## config.mk

```make
export PLATFORM = sky130hd
export DESIGN_NAME = ps2_keyboard_rx
export DESIGN_NICKNAME = d
export VERILOG_FILES = /design/src/rtl/ps2_pkg.sv /design/src/rtl/ps2_frame_rx.sv /design/src/rtl/ps2_keyboard_rx.sv
export SDC_FILE = /design/constraint.sdc
export NUM_CORES = 1
export LEC_CHECK = 0
export BUFFER_PORTS_ARGS = -buffer_cell sky130_fd_sc_hd__buf_2
export CORE_ASPECT_RATIO = 0.9
export CORE_UTILIZATION = 40
export DETAILED_ROUTE_END_ITERATION = 8
export PLACE_DENSITY = 0.55
export RECOVER_POWER = 100
export SYNTH_ARGS = -nofsm -noshare
export SYNTH_HDL_FRONTEND = slang
export SYNTH_SLANG_ARGS = --single-unit
```

## constraint.sdc

```tcl
create_clock -name clk -period 5.4 [get_ports clk]
set_clock_uncertainty 0.2 [all_clocks]
set_input_delay 0.54 -clock clk [delete_from_list [all_inputs] [get_ports clk]]
set_output_delay 0.54 -clock clk [all_outputs]
set_load 0.03 [all_outputs]
```

## src/rtl/ps2_pkg.sv

```systemverilog
// Shared PS/2 constants, frame-FSM state encoding and parity helper.
// No logic of its own; imported by the receiver and the key decoder.
// Not applicable: holds no flow-controlled path.
package ps2_pkg;

  localparam logic [7:0] PS2_EXT = 8'hE0;
  localparam logic [7:0] PS2_BRK = 8'hF0;

  localparam logic [7:0] KEY_S   = 8'h1B;
  localparam logic [7:0] KEY_R   = 8'h2D;
  localparam logic [7:0] KEY_P   = 8'h4D;
  localparam logic [7:0] KEY_ESC = 8'h76;

  typedef enum logic [1:0] {
    ST_IDLE,
    ST_DATA,
    ST_PARITY,
    ST_STOP
  } frame_state_t;

  // PS/2 uses odd parity: data bits plus the parity bit hold an odd number of ones.
  function automatic logic odd_parity_ok(input logic [7:0] d, input logic p);
    return ^{d, p};
  endfunction

endpackage

```

## src/rtl/ps2_frame_rx.sv

```systemverilog
// PS/2 frame receiver: pin synchronizers, ps2_clk glitch filter, frame FSM and timeout.
// byte_valid/byte_err are combinational pulses in the cycle of the filtered stop/error fall.
// No backpressure: the keyboard cannot be stalled, every byte is presented exactly once.
module ps2_frame_rx #(
  parameter int FILTER_LEN     = 8,
  parameter int TIMEOUT_CYCLES = 200_000
) (
  input  logic       clk,
  input  logic       rst_n,
  input  logic       ps2_clk,
  input  logic       ps2_data,
  output logic [7:0] byte_data,
  output logic       byte_valid,
  output logic       byte_err
);
  import ps2_pkg::*;

  localparam int FW = $clog2(FILTER_LEN + 1);
  localparam int TW = $clog2(TIMEOUT_CYCLES);

  logic [1:0]    clk_sync;
  logic [1:0]    data_sync;
  logic          clk_s;
  logic          data_s;
  logic          clk_filt;
  logic [FW-1:0] filt_cnt;
  logic          filt_flip;
  logic          fall;

  frame_state_t  state;
  frame_state_t  state_nxt;
  logic [2:0]    bit_cnt;
  logic [7:0]    shreg;
  logic [TW-1:0] tmo_cnt;
  logic          tmo_hit;

  // Idle PS/2 lines are high, so synchronizers reset to 1 to avoid a spurious fall.
  always_ff @(posedge clk or negedge rst_n) begin
    if (!rst_n) begin
      clk_sync  <= 2'b11;
      data_sync <= 2'b11;
    end else begin
      clk_sync  <= {clk_sync[0], ps2_clk};
      data_sync <= {data_sync[0], ps2_data};
    end
  end

  assign clk_s  = clk_sync[1];
  assign data_s = data_sync[1];

  // The filtered clock only moves after FILTER_LEN consecutive disagreeing samples.
  assign filt_flip = (clk_s != clk_filt) && (filt_cnt == FW'(FILTER_LEN - 1));
  assign fall      = filt_flip && !clk_s;

  always_ff @(posedge clk or negedge rst_n) begin
    if (!rst_n) begin
      clk_filt <= 1'b1;
      filt_cnt <= '0;
    end else if (clk_s == clk_filt) begin
      filt_cnt <= '0;
    end else if (filt_flip) begin
      clk_filt <= clk_s;
      filt_cnt <= '0;
    end else begin
      filt_cnt <= filt_cnt + 1'b1;
    end
  end

  assign tmo_hit = (state != ST_IDLE) && (tmo_cnt == TW'(TIMEOUT_CYCLES - 1));

  always_ff @(posedge clk or negedge rst_n) begin
    if (!rst_n) begin
      state <= ST_IDLE;
    end else begin
      state <= state_nxt;
    end
  end

  always_comb begin
    state_nxt  = state;
    byte_valid = 1'b0;
    byte_err   = 1'b0;
    if (fall) begin
      case (state)
        ST_IDLE: begin
          if (data_s) begin
            byte_err = 1'b1;
          end else begin
            state_nxt = ST_DATA;
          end
        end
        ST_DATA: begin
          if (bit_cnt == 3'd7) begin
            state_nxt = ST_PARITY;
          end
        end
        ST_PARITY: begin
          if (odd_parity_ok(shreg, data_s)) begin
            state_nxt = ST_STOP;
          end else begin
            byte_err  = 1'b1;
            state_nxt = ST_IDLE;
          end
        end
        ST_STOP: begin
          state_nxt  = ST_IDLE;
          byte_valid = data_s;
          byte_err   = !data_s;
        end
        default: state_nxt = ST_IDLE;
      endcase
    end else if (tmo_hit) begin
      byte_err  = 1'b1;
      state_nxt = ST_IDLE;
    end
  end

  always_ff @(posedge clk or negedge rst_n) begin
    if (!rst_n) begin
      bit_cnt <= '0;
      shreg   <= '0;
      tmo_cnt <= '0;
    end else begin
      if (fall && state == ST_IDLE) begin
        bit_cnt <= '0;
      end
      // LSB arrives first, so shift in from the top.
      if (fall && state == ST_DATA) begin
        shreg   <= {data_s, shreg[7:1]};
        bit_cnt <= bit_cnt + 1'b1;
      end
      if (state == ST_IDLE || fall) begin
        tmo_cnt <= '0;
      end else begin
        tmo_cnt <= tmo_cnt + 1'b1;
      end
    end
  end

  assign byte_data = shreg;

endmodule

```

## src/rtl/ps2_keyboard_rx.sv

```systemverilog
// PS/2 keyboard receiver: decodes scan-code set 2 make/break/E0 sequences into a held key_code.
// key_valid and qualifiers pulse one cycle after the filtered stop-bit fall; frame_err likewise.
// No backpressure: events are single-cycle pulses, key_code is a level for the consumer.
module ps2_keyboard_rx #(
  parameter int FILTER_LEN     = 8,
  parameter int TIMEOUT_CYCLES = 200_000
) (
  input  logic       clk,
  input  logic       rst_n,
  input  logic       ps2_clk,
  input  logic       ps2_data,
  output logic [7:0] key_code,
  output logic       key_valid,
  output logic       key_break,
  output logic       key_extended,
  output logic       frame_err
);
  import ps2_pkg::*;

  logic [7:0] byte_data;
  logic       byte_valid;
  logic       byte_err;
  logic       ext_flag;
  logic       brk_flag;

  ps2_frame_rx #(
    .FILTER_LEN    (FILTER_LEN),
    .TIMEOUT_CYCLES(TIMEOUT_CYCLES)
  ) u_frame_rx (
    .clk       (clk),
    .rst_n     (rst_n),
    .ps2_clk   (ps2_clk),
    .ps2_data  (ps2_data),
    .byte_data (byte_data),
    .byte_valid(byte_valid),
    .byte_err  (byte_err)
  );

  always_ff @(posedge clk or negedge rst_n) begin
    if (!rst_n) begin
      key_code     <= 8'h00;
      key_valid    <= 1'b0;
      key_break    <= 1'b0;
      key_extended <= 1'b0;
      frame_err    <= 1'b0;
      ext_flag     <= 1'b0;
      brk_flag     <= 1'b0;
    end else begin
      key_valid    <= 1'b0;
      key_break    <= 1'b0;
      key_extended <= 1'b0;
      frame_err    <= byte_err;
      if (byte_err) begin
        ext_flag <= 1'b0;
        brk_flag <= 1'b0;
      end else if (byte_valid) begin
        case (byte_data)
          PS2_EXT: ext_flag <= 1'b1;
          PS2_BRK: brk_flag <= 1'b1;
          default: begin
            key_valid    <= 1'b1;
            key_break    <= brk_flag;
            key_extended <= ext_flag;
            ext_flag     <= 1'b0;
            brk_flag     <= 1'b0;
            // Releasing a key other than the held one leaves the held key alone.
            if (!brk_flag) begin
              key_code <= byte_data;
            end else if (byte_data == key_code) begin
              key_code <= 8'h00;
            end
          end
        endcase
      end
    end
  end

endmodule

```

==> results of run 1 <==
## cell usage in the layout, fill, tap and decap left out, drive strengths merged, types with 4 or more instances in the layout
master | netlist | routed
ha | 4 | 4
nor2 | 27 | 27
nand4 | 6 | 6
xnor2 | 18 | 18
nor3 | 7 | 7
xor2 | 13 | 13
dfstp | 5 | 5
a22o | 8 | 8
a21oi | 5 | 5
nand2 | 15 | 15
o21ai | 7 | 7
dfrtp | 49 | 49
clkbuf | 2 | 21
nand3 | 13 | 13
inv | 6 | 6
mux2 | 8 | 8
## routing by layer
layer / up-vias / GRT usage [%]
met2: 13 / 19.7
met1: 764 / 20.5
li1: 818 / -
met3: 6 / 3.19
met4: 0 / 4.50
met5: - / 0
## cell type report
class	instances	area [um2]
clock inverters	1	8.76
well taps	87	109
inverters	6	22.5
clock buffers	7	96.3
flip-flops and latches	54	1360
fillers	583	3390
multi-input cells	159	1060
repair buffers	17	67.6
## final timing paths
check / slack [ns] / to / depth (start not counted) / start
worst min-delay path: 0.12 / u_frame_rx.data_sync[0] / 1 / ps2_data
worst max-delay path: 2.38 / u_frame_rx.tmo_cnt[6] / 2 / rst_n
max in group clk: 2.63 / key_code[1] / 6 / u_frame_rx.filt_cnt[0]
min in group asynchronous: 1.03 / key_break / 2 / rst_n
worst max register to register: 2.63 / key_code[1] / 6 / u_frame_rx.filt_cnt[0]
worst min register to register: 0.16 / u_frame_rx.data_sync[1] / 0 / u_frame_rx.data_sync[0]
## power by group through the flow
stage / Combinational (mW) / Sequential, mW / Clock (mW)
3_5_place_dp: 0.0403 / 0.442 / 0
6_report: 0.0387 / 0.434 / 0.248
4_1_cts: 0.0406 / 0.434 / 0.258
3_3_place_gp: 0.0414 / 0.441 / 0
2_1_floorplan: 0.0279 / 0.438 / 0
5_1_grt: 0.0463 / 0.436 / 0.268
## worst reg2reg max path, cell delays in order (launching register included)
cell and delay (ns):
dfrtp_1 0.38, ha_1 0.23, nand3b_1 0.16, or2_0 0.36, nor3_1 0.58, nor2b_1 0.56, a22o_1 0.24
## Yosys cell counts, types with 3 or more instances
library cell / n / area, um2
xnor2_1: 18 / 158
nand3_1: 13 / 65.1
nor4_1: 3 / 18.8
nor3_1: 6 / 30.0
nand4_1: 6 / 37.5
ha_1: 4 / 50.1
and2_1: 3 / 18.8
inv_1: 6 / 22.5
buf_6: 3 / 33.8
xor2_1: 13 / 114
nand2_1: 15 / 56.3
a22o_1: 8 / 70.1
dfrtp_1: 49 / 1230
buf_4: 3 / 22.5
o21ai_0: 7 / 35.0
a21oi_1: 5 / 25.0
dfstp_2: 5 / 131
mux2_2: 8 / 90.1
nor2_1: 26 / 97.6
## kinds of logic (layout without fill, tap and decap cells)
kind of cell	after synthesis	after routing	share of synthesized area, %
simple gates	91	91	18.9
mux	8	8	3.57
xor+xnor	32	32	11.7
compound gates	24	24	6.49
fa+ha+maj	4	4	1.98
flops	54	54	53.8
buf+inv	15	31	3.62
## registers in the layout, indices dropped and copies added, names as in the netlist, 2 cells and up
signal                count
key_code                  8
u_frame_rx.tmo_cnt       18
u_frame_rx.byte_data      8
u_frame_rx.data_sync      2
u_frame_rx.clk_sync       2
u_frame_rx.filt_cnt       4
u_frame_rx.state          2
u_frame_rx.bit_cnt        3
## stage by stage
stage	utilization, %	setup slack (ns)	instances	hold slack [ns]
3_3_place_gp	43.4	2.97	323	0.147
6_report	44.5	2.38	331	0.122
3_5_place_dp	43.4	2.93	323	0.148
4_1_cts	45.1	2.91	331	0.112
2_1_floorplan	-	3.24	228	0.0444
5_1_grt	44.5	1.67	331	0.109
==> metrics.yaml, run 1 <==
outcome:
  status: "finished with violations"
  violations: "capacitance limit, slew limit"
yosys:
  async_reset_ff_share_pct: 100
  yosys_register_bits: 54
  synth_edf_count: 0
  avgSynthCellArea_um2: 11.1
  synth_warnings: 0
  synthDistinctLibCells: 40
  synth-main-ff-cell: "dfrtp_1"
  synthesis.area_mm2: 0.00252
  syn_nets: 236
  yosysSeqAreaShare_pct: 53.8
  postSynthCellCount: 228
die:
  num_io_pins: 16
  dieWidth_um: 85.7
  die_h_um: 77.4
  core_area_mm2: 0.00611
  die-area_mm2: 0.00663
  start_util_pct: 41.3
  rows: 27
timing:
  rsz0062_at_grt: "false"
  fin_crit_sh_pct: 55.9
  report.final.slew_viol_count: 55
  tightestPinTransition_ns: 2.82
  hold_viol_final: 0
  slew_headroom_pct: -88.0
  finalSetupTns_ns: 0
  period_needed_ns: 3.02
  fmax_mhz: 331
  setup_viol: 0
clock_tree:
  clock_latency_ns: 0.30
  holdBufCountCts: 0
  clock_sinks: 54
  cts_setup_buffers: 0
  clk_pin_slew_ns: 0.09
  cts_tree: "done"
  numCtsBuffers: 5
  clockBufferDepth: 2
  cts.htree.levels: 2
  root_buffer: "clkbuf_8"
  cts_resized: 0
setup_path:
  arrival_ns: 2.63
  critPathKind: "input port to asynchronous set/reset pin"
  critPathMaxFanout: 54
  cp-end-kind: "asynchronous set/reset pin"
  crit_slowest_cell: "clkbuf_1"
  start_kind: "input port"
  worst-path-buf-inv: 2
  critPathMaxStageDelay_ns: 1.99
  cp_top_family: "buffers and inverters"
  path_cells: "buf_2 > clkbuf_1"
  required_ns: 5.01
route:
  viasPerCell: 4.84
  vias: 1601
  wl_met2_um: 1610
  met3_length_um: 109
  top_layer: "met4"
  drt_wl_total_um: 4040
  detail-route-antenna-nets: 0
  routedWlPerCell_um: 12.2
  first_pass_iters: 4
  drc: 0
  wl_met1_um: 2260
  drtIter0Drc: 74
grt:
  grt_pass1_vias: 1515
  grt_pass1_wl_um: 7120
  grtUsageTotal_pct: 13.7
  antenna_found_initial: 0
  grt_overflow: 0
  grt_start_max_net_pins: 55
power:
  leakage_nw: 1.16
  combPwrFrac_pct: 5.4
  cellPowerDensity_mw_per_mm2: 264
  total_power_mw: 0.720
  p_switching_mw: 0.165
  switching_share_pct: 23.0
  seqPwrFrac_pct: 60.2
  ir_drop_v: 0.000107
  p_int_mw: 0.555
  p_clk_share_pct: 34.4
run:
  max_cap_viol_count: 1
placed_design:
  dpl_cell_area_mm2: 0.00265
  place_hpwl_um: 2710
  finalWeightedCongestion: 0.744
  port_buffers: 15
cells_and_area:
  antenna_cells: 0
  finalInstanceArea_mm2: 0.00272
  layout.nets: 251
  drive_above_1_share_pct: 11.1
  area_delta_synth_final_pct: 7.88
hold_path:
  hp-class: "input port to flop"
Note: power is estimated with default switching activity, not from simulation.
==> inputs of run 2 (changes only) <==
--- a/config.mk
+++ b/config.mk
@@ -9,7 +9,7 @@
 export CORE_ASPECT_RATIO = 0.9
 export CORE_UTILIZATION = 40
 export DETAILED_ROUTE_END_ITERATION = 8
-export PLACE_DENSITY = 0.55
+export PLACE_DENSITY = 0.58
 export RECOVER_POWER = 100
 export SYNTH_ARGS = -nofsm -noshare
 export SYNTH_HDL_FRONTEND = slang
==> constraint.sdc (replaced) <==
create_clock -name clk -period 2.6 [get_ports clk]
set_clock_uncertainty 0.2 [all_clocks]
set_input_delay 0.26 -clock clk [delete_from_list [all_inputs] [get_ports clk]]
set_output_delay 0.26 -clock clk [all_outputs]
set_load 0.03 [all_outputs]
==> run 2 against run 1 <==
  * The flow now finishes without violations
  * Final cell count rose by 2.1%
  * Clock power grew 140%
  * Highest routed layer unchanged
  * Total power increased by 120%
  * Routed wire length rose by 0.35%
  * Critical path depth increased by 4
  * Non-clock buffer count grew 7
==> metrics.yaml, run 2 (synthesis results as in run 1) <==
setup_path:
  critPathMaxFanout: 8
  critPathKind: "flop to flop"
  crit_slowest_cell: "dfrtp_1"
  critPathMaxStageDelay_ns: 0.38
  required_ns: 2.61
  cp-end-kind: "flop"
  path_cells: "ha_1 > nand3b_1 > or2_1 > nor2_1 > and2_1 > mux2_2"
  arrival_ns: 2.31
  start_kind: "flop"
cells_and_area:
  seq_area_mm2: 0.00136
  postLayoutCoreUtil_pct: 45.8
  multi_input_area_mm2: 0.00107
  final_common_cell: "dfrtp_1"
  top_register: "u_frame_rx.tmo_cnt"
  area_delta_synth_final_pct: 10.9
  most-common-layout-cells: "dfrtp_1 (49), nor2_1 (27), xnor2_1 (18), clkbuf_1 (17), nand2_1 (15)"
  drive_above_1_share_pct: 11.6
  fill_cells: 596
  finalNonFillerCells: 338
  largest_reg_flops: 18
  layout.nets: 258
  antenna_cells: 0
timing:
  fmax_mhz: 435
  setup_viol: 0
  rsz0062_at_grt: "false"
  period_needed_ns: 2.30
  report.final.slew_viol_count: 0
  finalWorstSetupSlack_ns: 0.302
  finalSetupTns_ns: 0
  hold_viol_final: 0
  fin_crit_sh_pct: 88.4
  tightestPinTransition_ns: 0.890
  slew_headroom_pct: 40.7
clock_tree:
  clock_sinks: 54
  clockBufferDepth: 2
  clock_latency_ns: 0.32
  numCtsBuffers: 5
  holdBufCountCts: 3
  cts_tree: "done"
  cts.htree.levels: 2
  clk_pin_slew_ns: 0.10
  root_buffer: "clkbuf_8"
  cts_resized: 0
  cts_setup_buffers: 0
grt:
  grt_pass1_wl_um: 7140
  grt_start_max_net_pins: 38
  grtUsageTotal_pct: 14.1
  antenna_found_initial: 0
  grt_pass1_vias: 1523
  grt_overflow: 0
die:
  dieWidth_um: 85.7
  rows: 27
  die-area_mm2: 0.00663
  start_util_pct: 41.3
  num_io_pins: 16
  die_h_um: 77.4
  core_area_mm2: 0.00611
power:
  cellPowerDensity_mw_per_mm2: 564
  combPwrFrac_pct: 5.4
  ir_drop_v: 0.000288
  p_int_mw: 1.23
  p_clk_share_pct: 37.7
  seqPwrFrac_pct: 56.9
  p_switching_mw: 0.353
  switching_share_pct: 22.4
  leakage_nw: 1.19
placed_design:
  finalWeightedCongestion: 0.778
  pre_cts_slack_ns: 0.325
  place_hpwl_um: 2860
  port_buffers: 15
  place_inst: 327
route:
  detail-route-antenna-nets: 0
  drt_wl_total_um: 4060
  viasPerCell: 4.77
  vias: 1612
  met3_length_um: 124
  wl_met2_um: 1710
  top_layer: "met4"
  first_pass_iters: 4
  drc: 0
  routedWlPerCell_um: 12.0
  wl_met1_um: 2140
  drtIter0Drc: 51
outcome:
  status: "complete, no violations"
hold_path:
  hp-class: "flop to flop"
run:
  max_cap_viol_count: 0
[run 2: cell count changes in the layout (fill, tap and decap cells not counted), sizes merged]
| cell | previous run | this run |
|---|---|---|
| clkinv | 1 | 0 |
| dlygate4sd3 | 0 | 3 |
| inv | 6 | 7 |
| clkbuf | 21 | 24 |
| bufinv | 0 | 1 |
[run 2: stage by stage]
stage	hold WS [ns]	cell area [um2]	power, mW
after CTS	0.164	2840	1.61
after floorplan	-0.236	2520	0.968
after detailed placement	0.150	2680	1.00
final	0.163	2800	1.58
after global placement	0.146	2680	1.00
after global routing	0.171	2800	1.66
[run 2: worst max-delay path: cells and delay by family (launching register included)]
kind                     cells  cell delay, ns
AND/OR/NAND/NOR              4            1.02
multiplexers                 1            0.37
flip-flops                   1            0.38
adder cells (fa/ha/maj)      1            0.23
[run 2: layer usage]
layer / global-route usage [%] / vias to the layer above
met1: 19.1 / 751
li1: - / 833
met5: 0 / -
met4: 7.00 / 0
met2: 20.9 / 21
met3: 3.83 / 7
[run 2: final timing paths]
path                                        start                       to  slack (ns)  cells past startpoint
max                        u_frame_rx.filt_cnt[0]  u_frame_rx.byte_data[4]        0.30                      6
min                        u_frame_rx.clk_sync[0]   u_frame_rx.clk_sync[1]        0.16                      0
max reg2reg                u_frame_rx.filt_cnt[0]  u_frame_rx.byte_data[4]        0.30                      6
min reg2reg                u_frame_rx.clk_sync[0]   u_frame_rx.clk_sync[1]        0.16                      0
max in group asynchronous                   rst_n   u_frame_rx.tmo_cnt[14]        0.91                      3
min in group asynchronous                   rst_n  u_frame_rx.byte_data[5]        0.39                      2
[run 2: power groups by stage]
| stage | combinational (mW) | sequential, mW | clock (mW) |
|---|---|---|---|
| 6_report | 0.0857 | 0.898 | 0.595 |
| 5_1_grt | 0.105 | 0.903 | 0.654 |
| 4_1_cts | 0.0907 | 0.901 | 0.620 |
| 3_5_place_dp | 0.0870 | 0.917 | 0 |
| 3_3_place_gp | 0.0857 | 0.915 | 0 |
| 2_1_floorplan | 0.0579 | 0.910 | 0 |
[run 2: final cells by class]
| type | instances | share of cell area (%) |
|---|---|---|
| Multi-Input combinational cell | 159 | 38.3 |
| Timing Repair Buffer | 24 | 4.16 |
| Clock inverter | 2 | 1.39 |
| Inverter | 6 | 0.805 |
| Sequential cell | 54 | 48.5 |
| Tap cell | 87 | 3.89 |
| Clock buffer | 6 | 2.95 |
==> inputs of run 3 (changes only) <==
--- a/config.mk
+++ b/config.mk
@@ -5,11 +5,13 @@
 export SDC_FILE = /design/constraint.sdc
 export NUM_CORES = 1
 export LEC_CHECK = 0
+export ABC_AREA = 1
 export BUFFER_PORTS_ARGS = -buffer_cell sky130_fd_sc_hd__buf_2
 export CORE_ASPECT_RATIO = 0.9
+export CORE_MARGIN = 4
 export CORE_UTILIZATION = 40
 export DETAILED_ROUTE_END_ITERATION = 8
-export PLACE_DENSITY = 0.58
+export PLACE_DENSITY = 0.57
 export RECOVER_POWER = 100
 export SYNTH_ARGS = -nofsm -noshare
 export SYNTH_HDL_FRONTEND = slang
==> run 3 against run 2 <==
  * The run now ends with capacitance limit, slew limit left
  * Clock-buffer cell count rose by 1
  * Die area grew 21%
  * Flip-flop and latch count unchanged
  * Largest power group unchanged
  * Register-to-register slack improved by 0.16 ns
  * Routed wire length is 20% higher
  * Design area is 4.8% higher
  * Global-route usage is 0.44 points lower
  * Via count up 28%
  * Synthesized area is 5.4% higher
  * Worst hold slack improved by 0.0058 ns
  * Sequential power rose by 0.4%
==> metrics.yaml, run 3 <==
placed_design:
  finalWeightedCongestion: 0.775
  place_inst: 420
  port_buffers: 15
  place_hpwl_um: 3610
grt:
  grt_start_max_net_pins: 29
  grtUsageTotal_pct: 13.7
  grt_pass1_vias: 1976
  grt_overflow: 0
  antenna_found_initial: 0
  grt_pass1_wl_um: 8890
yosys:
  synth-main-ff-cell: "dfrtp_1"
  synthDistinctLibCells: 35
  syn_nets: 327
  avgSynthCellArea_um2: 8.34
  yosysSeqAreaShare_pct: 51.0
  synth.most_common_cell: "nand2_1"
  synth_warnings: 0
  synthTopCellsByArea: "dfrtp_1 (46%), nand2_1 (14%), dfstp_2 (4.9%)"
  synth_edf_count: 0
  yosys_register_bits: 54
  postSynthCellCount: 319
  netlist.area_leader.share_pct: 46.1
  async_reset_ff_share_pct: 100
  yosys-top-cells-count: "nand2_1 (98), dfrtp_1 (49), inv_1 (35)"
  synthesis.area_mm2: 0.00266
  synth.largest_area_cell: "dfrtp_1"
route:
  first_pass_iters: 4
  drtIter0Drc: 79
  routedWlPerCell_um: 11.3
  drt_wl_total_um: 4860
  vias: 2067
  detail-route-antenna-nets: 0
  drc: 0
  viasPerCell: 4.80
setup_path:
  critPathMaxStageDelay_ns: 0.38
  cp-end-kind: "flop"
  worst-path-buf-inv: 3
  crit_end: "key_code[1]"
  start_kind: "flop"
  regToRegSetupSlack_ns: 0.46
  reg2reg_depth: 12
  required_ns: 2.60
  critPathKind: "flop to flop"
  arrival_ns: 2.14
  path_cells: "ha_1 > nand2_1 > nor3_1 > nand2_4 > inv_4 > nand3_2 > inv_2 > nand2_4 > inv_2 > o21ai_2 > nand2_1 > nand2_1"
  cp_top_family: "simple AND/OR/NAND/NOR gates"
  timing.rr.end: "key_code[1]"
  startpoint: "u_frame_rx.filt_cnt[0]"
  critPathMaxFanout: 8
  r2r-start: "u_frame_rx.filt_cnt[0]"
  crit_top_cell: "nand2_1"
  crit_cells: 12
  crit_slowest_cell: "dfrtp_1"
cells_and_area:
  fill_cells: 618
  antenna_cells: 0
  final_common_cell: "nand2_1"
  finalNonFillerCells: 431
  most-common-layout-cells: "nand2_1 (98), dfrtp_1 (49), inv_1 (35), nor2_1 (34), o21ai_0 (16)"
  largest_reg_flops: 18
  drive_above_1_share_pct: 9.88
  layout.nets: 351
  top_register: "u_frame_rx.tmo_cnt"
  area_delta_synth_final_pct: 10.3
die:
  dieWidth_um: 94.0
  core_area_mm2: 0.00628
  die-area_mm2: 0.00802
  start_util_pct: 42.3
  die_h_um: 85.4
  num_io_pins: 16
  rows: 27
power:
  combPwrFrac_pct: 8.2
  p_switching_mw: 0.370
  switching_share_pct: 24.5
  total_power_mw: 1.51
  p_int_mw: 1.14
  p_clk_share_pct: 32.0
  leakage_nw: 1.41
  seqPwrFrac_pct: 59.8
  ir_drop_v: 0.000223
  cellPowerDensity_mw_per_mm2: 515
timing:
  fmax_mhz: 467
  tightestPinTransition_ns: 1.53
  period_needed_ns: 2.14
  slew_headroom_pct: -2.18
  setup_viol: 0
  finalSetupTns_ns: 0
  report.final.slew_viol_count: 27
  hold_viol_final: 0
  rsz0062_at_grt: "false"
  fin_crit_sh_pct: 82.4
clock_tree:
  clockBufferDepth: 2
  cts.htree.levels: 2
  cts_tree: "done"
  root_buffer: "clkbuf_8"
  numCtsBuffers: 5
  clk_pin_slew_ns: 0.09
  cts_resized: 0
  clock_latency_ns: 0.30
  clock_sinks: 54
outcome:
  status: "finished with violations"
  violations: "capacitance limit, slew limit"
hold_path:
  hp-class: "flop to flop"
run:
  max_cap_viol_count: 1
-- run 3: logic make-up (layout without fill, tap and decap cells) --
kind of cell             after synthesis  count (layout)  share of synthesized area, %
buffers and inverters                 42              67                          6.21
AND/OR/NAND/NOR                      169             169                          28.9
flip-flops                            54              54                          51.0
XOR/XNOR                               8               8                          2.63
AO/OA/AOI/OAI                         42              42                          9.36
adder cells (fa/ha/maj)                4               4                          1.88
-- run 3: worst min-delay path by stage --
| stage | from | to | slack, ns | cells after the start |
|---|---|---|---|---|
| global route | u_frame_rx.clk_sync[0] | u_frame_rx.clk_sync[1] | 0.17 | 0 |
| CTS | u_frame_rx.data_sync[0] | u_frame_rx.data_sync[1] | 0.17 | 0 |
| global placement | rst_n | u_frame_rx.tmo_cnt[5] | 0.13 | 1 |
| detailed placement | rst_n | u_frame_rx.tmo_cnt[2] | 0.13 | 1 |
| finish | u_frame_rx.clk_sync[0] | u_frame_rx.clk_sync[1] | 0.17 | 0 |
| floorplan | rst_n | brk_flag | -0.24 | 0 |
-- run 3: per-layer routing --
layer	GRT usage [%]	share of wire, %	up-vias
met4	3.54	1.2	0
li1	-	-	1067
met5	0	0	-
met2	20.8	43	33
met1	19.5	52	963
met3	3.28	4.1	4
-- run 3: area by class of cell --
class	count	area, um2	area share, %
repair buffers	20	114	3.88
flip-flops and latches	54	1360	46.3
inverters	39	149	5.07
clock buffers	7	86.3	2.94
clock inverters	1	5.00	0.171
multi-input cells	223	1110	38.0
well taps	87	109	3.71
-- run 3: power groups by stage --
| stage | Sequential [mW] | Combinational, mW | Clock (mW) |
|---|---|---|---|
| 2_1_floorplan | 0.915 | 0.0867 | 0 |
| 3_3_place_gp | 0.919 | 0.127 | 0 |
| 3_5_place_dp | 0.921 | 0.129 | 0 |
| 4_1_cts | 0.904 | 0.133 | 0.505 |
| 5_1_grt | 0.907 | 0.150 | 0.535 |
| 6_report | 0.902 | 0.124 | 0.483 |
-- run 3: metrics by stage --
stage	cell area, um2	worst slack [ns]	utilization [%]	hold slack, ns
floorplan	2660	0.800	-	-0.236
finish	2930	0.458	46.7	0.169
CTS	2980	0.571	47.4	0.166
global route	2930	0.205	46.7	0.175
global placement	2860	0.599	45.4	0.131
detailed placement	2860	0.586	45.4	0.126
-- run 3: timing repair --
item                                    in CTS  in global routing
endpoints found under the setup margin       0                  0
setup buffers                                0                  0
hold buffers                                 3                  0
hold endpoints to repair                    25                  0
